[config.mk]
export PLATFORM = sky130hd
export DESIGN_NAME = sparc_ifu_missreq_arb
export DESIGN_NICKNAME = d
export VERILOG_FILES = /design/src/rtl/sparc_ifu_missreq_arb.sv
export SDC_FILE = /design/constraint.sdc
export NUM_CORES = 1
export LEC_CHECK = 0
export ABC_CLOCK_PERIOD_IN_PS = 2900
export BUFFER_PORTS_ARGS = -buffer_cell sky130_fd_sc_hd__buf_2
export CORE_UTILIZATION = 45
export DETAILED_ROUTE_END_ITERATION = 16
export PLACE_DENSITY = 0.88
export SLEW_MARGIN = 20
export SYNTH_ARGS = -nofsm -noshare
export SYNTH_HDL_FRONTEND = slang
export SYNTH_SLANG_ARGS = --single-unit
[constraint.sdc]
create_clock -name clk -period 2.9 [get_ports clk]
set_input_delay 0.145 -clock clk [delete_from_list [all_inputs] [get_ports clk]]
set_output_delay 0.145 -clock clk [all_outputs]
set_load 0.01 [all_outputs]
[src/rtl/sparc_ifu_missreq_arb.sv]
// sparc_ifu_missreq_arb
// Arbitrates the four IFU threads' instruction-miss requests onto the single
// shared outbound miss-request port. The winner's payload is registered and
// presented with a valid/ready handshake. Selection is round-robin from a park
// pointer (last accepted thread gets lowest priority), overridden by per-thread
// starvation age counters once a requester reaches AGE_LIMIT.
//
// Optional feature macro: IFU_MISSARB_STATS_EN
//   When defined, adds stat_conflict_cnt[15:0], a saturating count of loads
//   made while more than one thread was eligible.
module sparc_ifu_missreq_arb #(
  parameter int DW        = 40,
  parameter int AGE_W     = 4,
  parameter int AGE_LIMIT = 12
) (
  input  logic            clk,
  input  logic            rst_n,
  input  logic [3:0]      req_vec,
  input  logic [4*DW-1:0] req_data,
  input  logic [3:0]      flush_vec,
  output logic            out_vld,
  input  logic            out_rdy,
  output logic [DW-1:0]   out_data,
  output logic [1:0]      out_tid,
  output logic [3:0]      gnt_ack
`ifdef IFU_MISSARB_STATS_EN
  ,
  output logic [15:0]     stat_conflict_cnt
`endif
);

  typedef enum logic {
    IDLE    = 1'b0,
    PRESENT = 1'b1
  } state_t;

  localparam logic [AGE_W-1:0] AGE_LIM = AGE_W'(AGE_LIMIT);
  localparam logic [AGE_W-1:0] AGE_MAX = {AGE_W{1'b1}};

  state_t           state_q;
  state_t           state_d;
  logic [1:0]       park_q;
  logic [AGE_W-1:0] age_q [4];

  logic             accept;
  logic [3:0]       elig;
  logic [3:0]       aged;
  logic             any_elig;
  logic             any_aged;
  logic [1:0]       aged_tid;
  logic [1:0]       rr_tid;
  logic [1:0]       win_tid;
  logic             load;
  logic [1:0]       rr_idx;

  // Handshake decode and eligibility of each thread for the next load.
  always_comb begin
    accept  = out_vld & out_rdy;
    gnt_ack = accept ? (4'b0001 << out_tid) : 4'b0000;
    // The thread accepted this cycle is excluded: its request drops next cycle.
    elig     = req_vec & ~flush_vec & ~gnt_ack;
    any_elig = |elig;
  end

  // Starvation override: lowest-index eligible thread whose age reached the limit.
  always_comb begin
    // NOTE: every variable written here gets a default first, so no path
    // leaves it holding an old value and no latch is inferred.
    aged     = 4'b0000;
    aged_tid = 2'd0;
    for (int t = 3; t >= 0; t--) begin
      aged[t] = elig[t] && (age_q[t] >= AGE_LIM);
      if (aged[t]) aged_tid = 2'(t);
    end
    any_aged = |aged;
  end

  // Round-robin pick: search park+1, park+2, park+3, park; the earliest hit wins.
  always_comb begin
    rr_tid = 2'd0;
    rr_idx = 2'd0;
    for (int k = 3; k >= 0; k--) begin
      rr_idx = park_q + 2'(k) + 2'd1;
      if (elig[rr_idx]) rr_tid = rr_idx;
    end
    win_tid = any_aged ? aged_tid : rr_tid;
  end

  // Next-state logic: load from IDLE or back-to-back on an accept.
  always_comb begin
    state_d = state_q;
    load    = 1'b0;
    case (state_q)
      IDLE: begin
        if (any_elig) begin
          load    = 1'b1;
          state_d = PRESENT;
        end
      end
      PRESENT: begin
        if (accept) begin
          if (any_elig) begin
            load = 1'b1;
          end else begin
            state_d = IDLE;
          end
        end
      end
      default: state_d = IDLE;
    endcase
  end

  assign out_vld = (state_q == PRESENT);

  // State, presented payload and park pointer registers.
  always_ff @(posedge clk or negedge rst_n) begin
    // NOTE: sequential state uses non-blocking assignments so every register
    // samples pre-edge values regardless of statement order.
    if (!rst_n) begin
      state_q  <= IDLE;
      out_data <= '0;
      out_tid  <= 2'd0;
      park_q   <= 2'd3;
    end else begin
      state_q <= state_d;
      if (accept) park_q <= out_tid;
      if (load) begin
        out_data <= req_data[32'(win_tid)*DW +: DW];
        out_tid  <= win_tid;
      end
    end
  end

  // Per-thread starvation age: grows on loads the thread loses, clears on ack or idle.
  always_ff @(posedge clk or negedge rst_n) begin
    // NOTE: the age array is only four small counters and must start at zero,
    // so it is reset like any other register rather than left uninitialised.
    if (!rst_n) begin
      for (int t = 0; t < 4; t++) age_q[t] <= '0;
    end else begin
      for (int t = 0; t < 4; t++) begin
        if (gnt_ack[t] || !req_vec[t]) begin
          age_q[t] <= '0;
        end else if (load && (win_tid != 2'(t)) && (age_q[t] != AGE_MAX)) begin
          age_q[t] <= age_q[t] + 1'b1;
        end
      end
    end
  end

`ifdef IFU_MISSARB_STATS_EN
  logic conflict;
  assign conflict = (elig & (elig - 4'd1)) != 4'b0000;

  // Saturating count of loads that had competing eligible threads.
  always_ff @(posedge clk or negedge rst_n) begin
    if (!rst_n) begin
      stat_conflict_cnt <= 16'h0000;
    end else if (load && conflict && (stat_conflict_cnt != 16'hFFFF)) begin
      stat_conflict_cnt <= stat_conflict_cnt + 16'd1;
    end
  end
`endif

endmodule

==> report_table.html, run 1 <==
<table>
<tr><th>Metric</th><th>Value</th></tr>
<tr><th colspan="2">Drt</th></tr>
<tr><td>Routed via count</td><td>between 3000 and 4000</td></tr>
<tr><td>Drt first-iter violations</td><td>around 100</td></tr>
<tr><td>Final routed DRC violation total</td><td>0</td></tr>
<tr><td>Final WL</td><td>10800 µm</td></tr>
<tr><td>Vias per cell</td><td>5.66</td></tr>
<tr><td>Number of optimization iterations in the first detailed-route pass</td><td>4</td></tr>
<tr><td>Remaining antenna violation count after routing</td><td>0</td></tr>
<tr><td>Wirelength per Cell</td><td>15.4 µm</td></tr>
<tr><th colspan="2">Synth</th></tr>
<tr><td>Most numerous cell types in the synthesized netlist</td><td>dfrtp_1 (59), a21oi_1 (54), mux2i_1 (44), o22ai_1 (40), mux2_1 (30)</td></tr>
<tr><td>Ys Warns</td><td>0</td></tr>
<tr><td>Arithmetic-cell share of the synthesized area counting full adders, half adders and majority gates</td><td>1.29%</td></tr>
<tr><td>Syn Nets</td><td>551</td></tr>
<tr><td>Number of instances in the synthesized netlist</td><td>~380</td></tr>
<tr><td>Number of distinct library cell variants in the gate-level netlist after synthesis</td><td>48</td></tr>
<tr><td>Simple-gate portion of the synthesized area</td><td>around 10%</td></tr>
<tr><td>Xor-xnor portion of the synthesized cell area</td><td>less than 1%</td></tr>
<tr><td>Mapped cell area</td><td>3870 µm²</td></tr>
<tr><td>Multiplexer share of the synthesized area</td><td>between 20% and 30%</td></tr>
<tr><td>Most numerous cell in the Yosys netlist</td><td>dfrtp_1</td></tr>
<tr><td>Yosys top cell by area</td><td>dfrtp_1</td></tr>
<tr><td>Synth Area per Inst</td><td>10.3 µm²</td></tr>
<tr><td>Number of flops mapped to enable cells by yosys</td><td>0</td></tr>
<tr><td>Synth top area share</td><td>38.1%</td></tr>
<tr><td>Largest cells by area after synthesis</td><td>dfrtp_1 (38%), mux2i_1 (11%), mux2_1 (8.7%)</td></tr>
<tr><td>Flip-flop and latch count after synthesis</td><td>about 60</td></tr>
<tr><td>Combinational family with the most area after synthesis</td><td>multiplexers</td></tr>
<tr><td>Proportion of synthesized chip area in sequential cells</td><td>39.5%</td></tr>
<tr><td>Compound-cell area share of the yosys netlist</td><td>between 20 and 25%</td></tr>
<tr><td>Top flip-flop cell by instance count after synthesis</td><td>dfrtp_1</td></tr>
<tr><td>Share of flip-flops with an asynchronous set or reset after synthesis</td><td>100%</td></tr>
<tr><th colspan="2">Timing</th></tr>
<tr><td>F_max</td><td>370 MHz</td></tr>
<tr><td>Hold Vio Cnt, Final</td><td>0</td></tr>
<tr><td>Setup_tns</td><td>0 ps</td></tr>
<tr><td>Pins over their slew limit</td><td>0</td></tr>
<tr><td>Period minus WS final</td><td>2710 ps</td></tr>
<tr><td>Tightest Pin Transition</td><td>924 ps</td></tr>
<tr><td>Slew Limit Headroom</td><td>38.2%</td></tr>
<tr><td>Post-route clock skew</td><td>7.02 ps</td></tr>
<tr><td>Final worst-path cycle share</td><td>between 90% and 100%</td></tr>
<tr><td>Count of final setup violators</td><td>0</td></tr>
<tr><th colspan="2">Floorplan</th></tr>
<tr><td>I/O pin total</td><td>218</td></tr>
<tr><td>Core region area</td><td>8260 µm²</td></tr>
<tr><td>Floorplan die area</td><td>8980 µm²</td></tr>
<tr><td>Rows</td><td>33</td></tr>
<tr><td>Die Height</td><td>94.8 µm</td></tr>
<tr><td>Starting density of the core</td><td>46.9%</td></tr>
<tr><td>Die W</td><td>94.8 µm</td></tr>
<tr><th colspan="2">GRT</th></tr>
<tr><td>Maximum number of pins on one net before global-route repair</td><td>50</td></tr>
<tr><td>Overall track demand over capacity in global routing</td><td>24.4%</td></tr>
<tr><td>Global-route congestion overflow total</td><td>0</td></tr>
<tr><td>Antenna violations before repair</td><td>0</td></tr>
<tr><td>Via count of the first global-routing pass</td><td>3887</td></tr>
<tr><td>First-pass GRT wire length</td><td>between 15000 and 20000 µm</td></tr>
<tr><th colspan="2">Critical path</th></tr>
<tr><td>CP startpoint</td><td>out_vld</td></tr>
<tr><td>Worst path required time</td><td>3060 ps</td></tr>
<tr><td>Crit path DAT</td><td>2860 ps</td></tr>
<tr><td>Critical setup path kind</td><td>reg2reg</td></tr>
<tr><td>Startpoint of the worst register-to-register path</td><td>out_vld</td></tr>
<tr><td>Setup crit end kind</td><td>flop</td></tr>
<tr><td>Worst Setup Start Kind</td><td>flop</td></tr>
<tr><td>Crit path max fanout</td><td>49</td></tr>
<tr><th colspan="2">Layout</th></tr>
<tr><td>Synthesis-to-layout area growth</td><td>36.3%</td></tr>
<tr><td>Ratio of cells with drive above 1 in the final layout</td><td>45.1%</td></tr>
<tr><td># diodes</td><td>0</td></tr>
<tr><td>Fill cell total of the finished layout</td><td>671</td></tr>
<tr><td>Number of nets in the finished design</td><td>765</td></tr>
<tr><th colspan="2">Power</th></tr>
<tr><td>P_leak</td><td>2.62 nW</td></tr>
<tr><td>Peak supply drop</td><td>0.382 mV</td></tr>
<tr><td>Power density over the cells</td><td>809 nW/µm²</td></tr>
<tr><td>Fraction of power consumed by combinational cells</td><td>47.4%</td></tr>
<tr><td>NetSw</td><td>1.64 mW</td></tr>
<tr><td>P_int</td><td>roughly 2.6 mW</td></tr>
<tr><td>Clock share of power</td><td>19.4%</td></tr>
<tr><td>Net switching share of the total power</td><td>38.3%</td></tr>
<tr><td>Final total power</td><td>4.27 mW</td></tr>
<tr><td>Relative contribution of sequential cells to total power</td><td>around 33%</td></tr>
<tr><th colspan="2">CTS</th></tr>
<tr><td>Clock root cell</td><td>clkbuf_8</td></tr>
<tr><td>Clock Latency Late Sink</td><td>330 ps</td></tr>
<tr><td>Clock buffers created by TritonCTS</td><td>9</td></tr>
<tr><td>Clock-pin transition on the worst setup and hold timing paths</td><td>70 ps</td></tr>
<tr><td>Clk sinks</td><td>61</td></tr>
<tr><td>CTS tree</td><td>built</td></tr>
<tr><td>Deepest level of the CTS H-tree</td><td>3</td></tr>
<tr><td>Count of buffers added by post-CTS timing repair for setup</td><td>0</td></tr>
<tr><td>Bufs on Longest Clock Path</td><td>2</td></tr>
<tr><th colspan="2">Worst hold path</th></tr>
<tr><td>Min-delay src</td><td>req_data[53]</td></tr>
<tr><td>Hold Path Class</td><td>in2reg</td></tr>
<tr><th colspan="2">Placed design</th></tr>
<tr><td>Detailed Place HPWL</td><td>8240 µm</td></tr>
<tr><td>Buffers on Ports</td><td>roughly 220</td></tr>
<tr><td>Last weighted congestion value of the routability-driven placer</td><td>0.903</td></tr>
<tr><th colspan="2">Job</th></tr>
<tr><td>Maxcap violations</td><td>0</td></tr>
<tr><th colspan="2">Outcome</th></tr>
<tr><td>Outcome</td><td>complete, no violations</td></tr>
</table>
==> placed cells by master (no fill, tap or decap), types with 4 or more instances in the layout <==
cell type	count
buf_2	217
dfrtp_1	59
a21oi_1	54
mux2i_1	44
o22ai_1	40
mux2_1	30
nand2_1	19
nor2_1	13
mux2_2	11
clkbuf_8	10
nor3_1	6
buf_4	6
nor2b_1	5
nand3_1	5
inv_1	4
nand4_1	4
a311oi_1	4
and3_1	4
and4b_1	4
xnor2_1	4
ha_1	4
==> cells by family after synthesis <==
kind of cell    after synthesis
buf+inv                      29
simple gates                 70
flops                        61
xor+xnor                      4
mux                          85
compound gates              123
fa+ha+maj                     4
==> state kept, by name (all words and copies together) (netlist names) <==
signal / cells
out_data: 40
age_q: 16
out_tid: 2
park_q: 2
out_vld: 1
==> layer usage <==
metal	global-route usage, %	share of wire (%)	vias up
met2	43.9	51	170
met4	9.85	1.9	0
met3	3.78	5.7	25
li1	-	-	1874
met5	0	0	-
met1	28.8	42	1886
==> final timing paths <==
kind | end | slack (ps) | cells after the start
min in group asynchronous | age_q[8] | 400 | 2
min | out_data[13] | 120 | 3
max | out_data[2] | 190 | 8
max in group asynchronous | park_q[0] | 1620 | 3
min reg2reg | age_q[1] | 560 | 2
max reg2reg | out_data[2] | 190 | 8
==> worst max-delay path, cell delays in order, from the launching register on <==
cell      delay, ps
dfrtp_1         480
nand4b_1        220
nand2_1         210
o31ai_1         430
o221a_4         290
buf_12          280
mux2_1          370
o22ai_1         120
a21oi_1          80
==> metrics by stage <==
step           hold WS (ps)  setup slack [ps]  util [%]  cell area [µm²]  instances
6_report                115               194      64.0             5280        699
4_1_cts                 103               196      63.9             5270        699
3_3_place_gp            239               362      61.2             5050        683
2_1_floorplan          -151               610         -             3870        376
5_1_grt                 111             -28.4      64.0             5280        699
3_5_place_dp            245               207      61.2             5050        683
==> repair_timing <==
action / in CTS / in global routing
setup endpoints to repair: 0 / 7
hold buffers: 1 / 0
gates resized for setup: 0 / 1
hold endpoints to repair: 33 / 0
==> power groups by stage <==
stage          clock network (mW)  logic, mW  registers [mW]
2_1_floorplan                   0       1.25            1.53
3_3_place_gp                    0       1.96            1.41
3_5_place_dp                    0       2.03            1.42
4_1_cts                     0.841       2.03            1.41
5_1_grt                     0.887       2.22            1.46
6_report                    0.828       2.03            1.42
==> cell type report <==
class                   instances  area (µm²)  area share (%)
multi-input cells             286        2200            41.7
flip-flops and latches         61        1530            29.0
repair buffers                226        1180            22.4
clock buffers                  11         141            2.68
well taps                     105         131            2.49
clock inverters                 4        72.6            1.37
inverters                       6        22.5           0.426
Power figures use the tool's default switching activity.
==> run 2, diff against run 1 <==
--- a/config.mk
+++ b/config.mk
@@ -5,12 +5,11 @@
 export SDC_FILE = /design/constraint.sdc
 export NUM_CORES = 1
 export LEC_CHECK = 0
-export ABC_CLOCK_PERIOD_IN_PS = 2900
 export BUFFER_PORTS_ARGS = -buffer_cell sky130_fd_sc_hd__buf_2
 export CORE_UTILIZATION = 45
 export DETAILED_ROUTE_END_ITERATION = 16
 export PLACE_DENSITY = 0.88
-export SLEW_MARGIN = 20
+export RECOVER_POWER = 100
 export SYNTH_ARGS = -nofsm -noshare
 export SYNTH_HDL_FRONTEND = slang
 export SYNTH_SLANG_ARGS = --single-unit
==> run 2 against run 1 <==
Effect of this change:
- the run now ends with capacitance limit, slew limit left
- global-route usage unchanged
- register-to-register slack about the same
- fmax decreased by 0.16%
- setup slack got worse by 4.3 ps
- worst hold slack got worse by 0.99 ps
- die area unchanged
- critical path depth unchanged
- utilization decreased by 0.76 points
- critical path type unchanged
- critical endpoint unchanged
- largest power group unchanged
==> report_table.html, run 2 (same netlist as run 1, synthesis figures left out) <==
<table>
<tr><th>Metric</th><th>Value</th></tr>
<tr><th colspan="2">Outcome</th></tr>
<tr><td>Outcome</td><td>finished, violations left</td></tr>
<tr><td>Violated checks</td><td>capacitance limit, slew limit</td></tr>
<tr><th colspan="2">Worst hold path</th></tr>
<tr><td>Hold Path Class</td><td>in2reg</td></tr>
<tr><td>Hold-critical path depth</td><td>3 (unchanged)</td></tr>
<tr><td>Min-delay src</td><td>req_data[53]</td></tr>
<tr><th colspan="2">Timing</th></tr>
<tr><td>Final worst-path cycle share</td><td>93.4% (+0.15 points)</td></tr>
<tr><td>Pins over their slew limit</td><td>35 (+35)</td></tr>
<tr><td>F_max</td><td>369 MHz (-0.16%)</td></tr>
<tr><td>Count of final setup violators</td><td>0 (unchanged)</td></tr>
<tr><td>Post-route clock skew</td><td>7.87 ps (+0.845 ps)</td></tr>
<tr><td>Setup_tns</td><td>0 ps (unchanged)</td></tr>
<tr><td>Smallest hold slack</td><td>114 ps (-0.985 ps)</td></tr>
<tr><td>Period minus WS final</td><td>2710 ps (+4.34 ps)</td></tr>
<tr><td>Slew Limit Headroom</td><td>-17.1% (-55 points)</td></tr>
<tr><td>Setup WS post-layout</td><td>190 ps (-4.34 ps)</td></tr>
<tr><td>Hold Vio Cnt, Final</td><td>0 (unchanged)</td></tr>
<tr><td>Tightest Pin Transition</td><td>1760 ps (+832 ps)</td></tr>
<tr><th colspan="2">Floorplan</th></tr>
<tr><td>Starting density of the core</td><td>46.9% (unchanged)</td></tr>
<tr><td>Floorplan die area</td><td>8980 µm² (unchanged)</td></tr>
<tr><td>Die Height</td><td>94.8 µm (unchanged)</td></tr>
<tr><td>Die W</td><td>94.8 µm (unchanged)</td></tr>
<tr><td>Core region area</td><td>8260 µm² (unchanged)</td></tr>
<tr><td>I/O pin total</td><td>218 (unchanged)</td></tr>
<tr><td>Rows</td><td>33 (unchanged)</td></tr>
<tr><th colspan="2">Critical path</th></tr>
<tr><td>Setup crit end kind</td><td>flop</td></tr>
<tr><td>Worst Setup Start Kind</td><td>flop</td></tr>
<tr><td>Worst path required time</td><td>3060 ps (about the same)</td></tr>
<tr><td>Crit path max fanout</td><td>49 (unchanged)</td></tr>
<tr><td>R2R cell count</td><td>8 (unchanged)</td></tr>
<tr><td>CP Cell Sequence</td><td>nand4b_1 -&gt; nand2_1 -&gt; o31ai_1 -&gt; o221a_4 -&gt; buf_12 -&gt; mux2_1 -&gt; o22ai_1 -&gt; a21oi_1</td></tr>
<tr><td>Critical path's slowest cell</td><td>dfrtp_1</td></tr>
<tr><td>Critical setup path kind</td><td>reg2reg</td></tr>
<tr><td>CP startpoint</td><td>out_vld</td></tr>
<tr><td>Largest stage delay on the critical path</td><td>480 ps (about the same)</td></tr>
<tr><td>Crit path DAT</td><td>2870 ps (about the same)</td></tr>
<tr><td>Startpoint of the worst register-to-register path</td><td>out_vld</td></tr>
<tr><th colspan="2">GRT</th></tr>
<tr><td>Global-route congestion overflow total</td><td>0 (unchanged)</td></tr>
<tr><td>Met1 Usage GRT</td><td>28.8% (unchanged)</td></tr>
<tr><td>Met2 global-route usage</td><td>43.9% (unchanged)</td></tr>
<tr><td>First-pass GRT wire length</td><td>17100 µm (unchanged)</td></tr>
<tr><td>Antenna violations before repair</td><td>0 (unchanged)</td></tr>
<tr><td>Met3 demand-to-capacity share in global routing</td><td>3.78% (unchanged)</td></tr>
<tr><td>Layer carrying the most global-route usage</td><td>met2</td></tr>
<tr><td>Maximum number of pins on one net before global-route repair</td><td>50 (unchanged)</td></tr>
<tr><td>Overall track demand over capacity in global routing</td><td>24.4% (unchanged)</td></tr>
<tr><td>Via count of the first global-routing pass</td><td>3887 (unchanged)</td></tr>
<tr><th colspan="2">Drt</th></tr>
<tr><td>Routed via count</td><td>3951 (-0.10%)</td></tr>
<tr><td>Remaining antenna violation count after routing</td><td>0 (unchanged)</td></tr>
<tr><td>Vias per cell</td><td>5.65 (-0.10%)</td></tr>
<tr><td>Wirelength per Cell</td><td>15.5 µm (+0.70%)</td></tr>
<tr><td>Final WL</td><td>10900 µm (+0.70%)</td></tr>
<tr><td>Number of optimization iterations in the first detailed-route pass</td><td>4 (unchanged)</td></tr>
<tr><td>Final routed DRC violation total</td><td>0 (unchanged)</td></tr>
<tr><td>Drt first-iter violations</td><td>124 (+22%)</td></tr>
<tr><th colspan="2">Layout</th></tr>
<tr><td>Most frequent cells in the layout</td><td>buf_2 (173), dfrtp_1 (59), a21oi_1 (54)</td></tr>
<tr><td>Area of combinational cells with multiple inputs</td><td>2200 µm² (-0.23%)</td></tr>
<tr><td>Biggest register</td><td>out_data</td></tr>
<tr><td>Synthesis-to-layout area growth</td><td>34.7%</td></tr>
<tr><td>Register area</td><td>1530 µm² (unchanged)</td></tr>
<tr><td>Most frequent standard cell in the layout excluding fill and tap cells</td><td>buf_2</td></tr>
<tr><td>Ratio of cells with drive above 1 in the final layout</td><td>37.4% (-7.7 points)</td></tr>
<tr><td>Number of nets in the finished design</td><td>765 (unchanged)</td></tr>
<tr><td># diodes</td><td>0 (unchanged)</td></tr>
<tr><td>Fill cell total of the finished layout</td><td>700 (+4.3%)</td></tr>
<tr><td>Largest registers ranked by flip-flop count</td><td>out_data (40), age_q (16)</td></tr>
<tr><td>Flip-flop count of the largest register after layout</td><td>40 (unchanged)</td></tr>
<tr><th colspan="2">Placed design</th></tr>
<tr><td>Buffers on Ports</td><td>217 (unchanged)</td></tr>
<tr><td>Detailed Place HPWL</td><td>8240 µm (unchanged)</td></tr>
<tr><td>Last weighted congestion value of the routability-driven placer</td><td>0.903 (unchanged)</td></tr>
<tr><td>Pre-CTS worst setup slack</td><td>207 ps (unchanged)</td></tr>
<tr><th colspan="2">CTS</th></tr>
<tr><td>Count of buffers added by post-CTS timing repair for setup</td><td>0 (unchanged)</td></tr>
<tr><td>Clock Latency Late Sink</td><td>330 ps (about the same)</td></tr>
<tr><td>Clock-pin transition on the worst setup and hold timing paths</td><td>70 ps (about the same)</td></tr>
<tr><td>Clock buffers created by TritonCTS</td><td>9 (unchanged)</td></tr>
<tr><td>Bufs on Longest Clock Path</td><td>2 (unchanged)</td></tr>
<tr><td>Clock root cell</td><td>clkbuf_8</td></tr>
<tr><td>CTS tree</td><td>built</td></tr>
<tr><td>Clk sinks</td><td>61 (unchanged)</td></tr>
<tr><td>Deepest level of the CTS H-tree</td><td>3 (unchanged)</td></tr>
<tr><th colspan="2">Power</th></tr>
<tr><td>Final total power</td><td>4.20 mW (-1.7%)</td></tr>
<tr><td>Peak supply drop</td><td>0.383 mV (+0.23%)</td></tr>
<tr><td>Power density over the cells</td><td>805 nW/µm² (-0.51%)</td></tr>
<tr><td>P_leak</td><td>2.52 nW (-4.0%)</td></tr>
<tr><th colspan="2">Job</th></tr>
<tr><td>Maxcap violations</td><td>1 (+1)</td></tr>
</table>
==> run 2: path summary, 6_finish.rpt <==
| kind | slack (ps) | endpoint |
|---|---|---|
| max | 190 | out_data[2] |
| min | 110 | out_data[13] |
| max reg2reg | 190 | out_data[2] |
| min reg2reg | 560 | age_q[1] |
| max in group asynchronous | 580 | out_data[7] |
| min in group asynchronous | 800 | age_q[8] |
==> run 2: final cells by class <==
class                   count  share of cell area [%]
repair buffers            226                    21.5
multi-input cells         286                    42.1
inverters                   6                   0.432
clock buffers              11                    2.71
clock inverters             4                    1.39
flip-flops and latches     61                    29.3
well taps                 105                    2.52
==> run 2: per-layer routing <==
layer / routed length [µm] / up-vias
met4: 218 / 0
met3: 694 / 25
met2: 5470 / 169
met1: 4490 / 1884
met5: 0 / -
li1: - / 1873
==> run 2: worst max-delay path: cells and delay by family, from the launching register on <==
kind,cells,cell delay [ps]
multiplexers,1,370
AO/OA/AOI/OAI,4,930
AND/OR/NAND/NOR,2,440
flip-flops,1,480
buffers and inverters,1,280
==> run 2: timing repair <==
| item | 4_1_cts | 5_1_grt |
|---|---|---|
| endpoints found under the setup margin | 0 | 7 |
| hold buffers | 1 | 0 |
| hold endpoints to repair | 33 | 0 |
| gates resized for setup | 0 | 1 |
==> run 2: report_power, final <==
part / switching, mW / total, mW / internal [mW] / leakage, nW
clock: 0.328 / 0.830 / 0.501 / 0.105
sequential: 0.240 / 1.43 / 1.19 / 0.713
combinational: 1.08 / 1.94 / 0.868 / 1.70
total: 1.65 / 4.20 / 2.56 / 2.52
==> run 2: stage by stage <==
step                      utilization, %  instances  area, µm²
after global placement              61.2        683       5050
after floorplan                        -        376       3870
after CTS                           63.9        699       5270
after global routing                63.2        699       5220
after detailed placement            61.2        683       5050
final                               63.2        699       5220
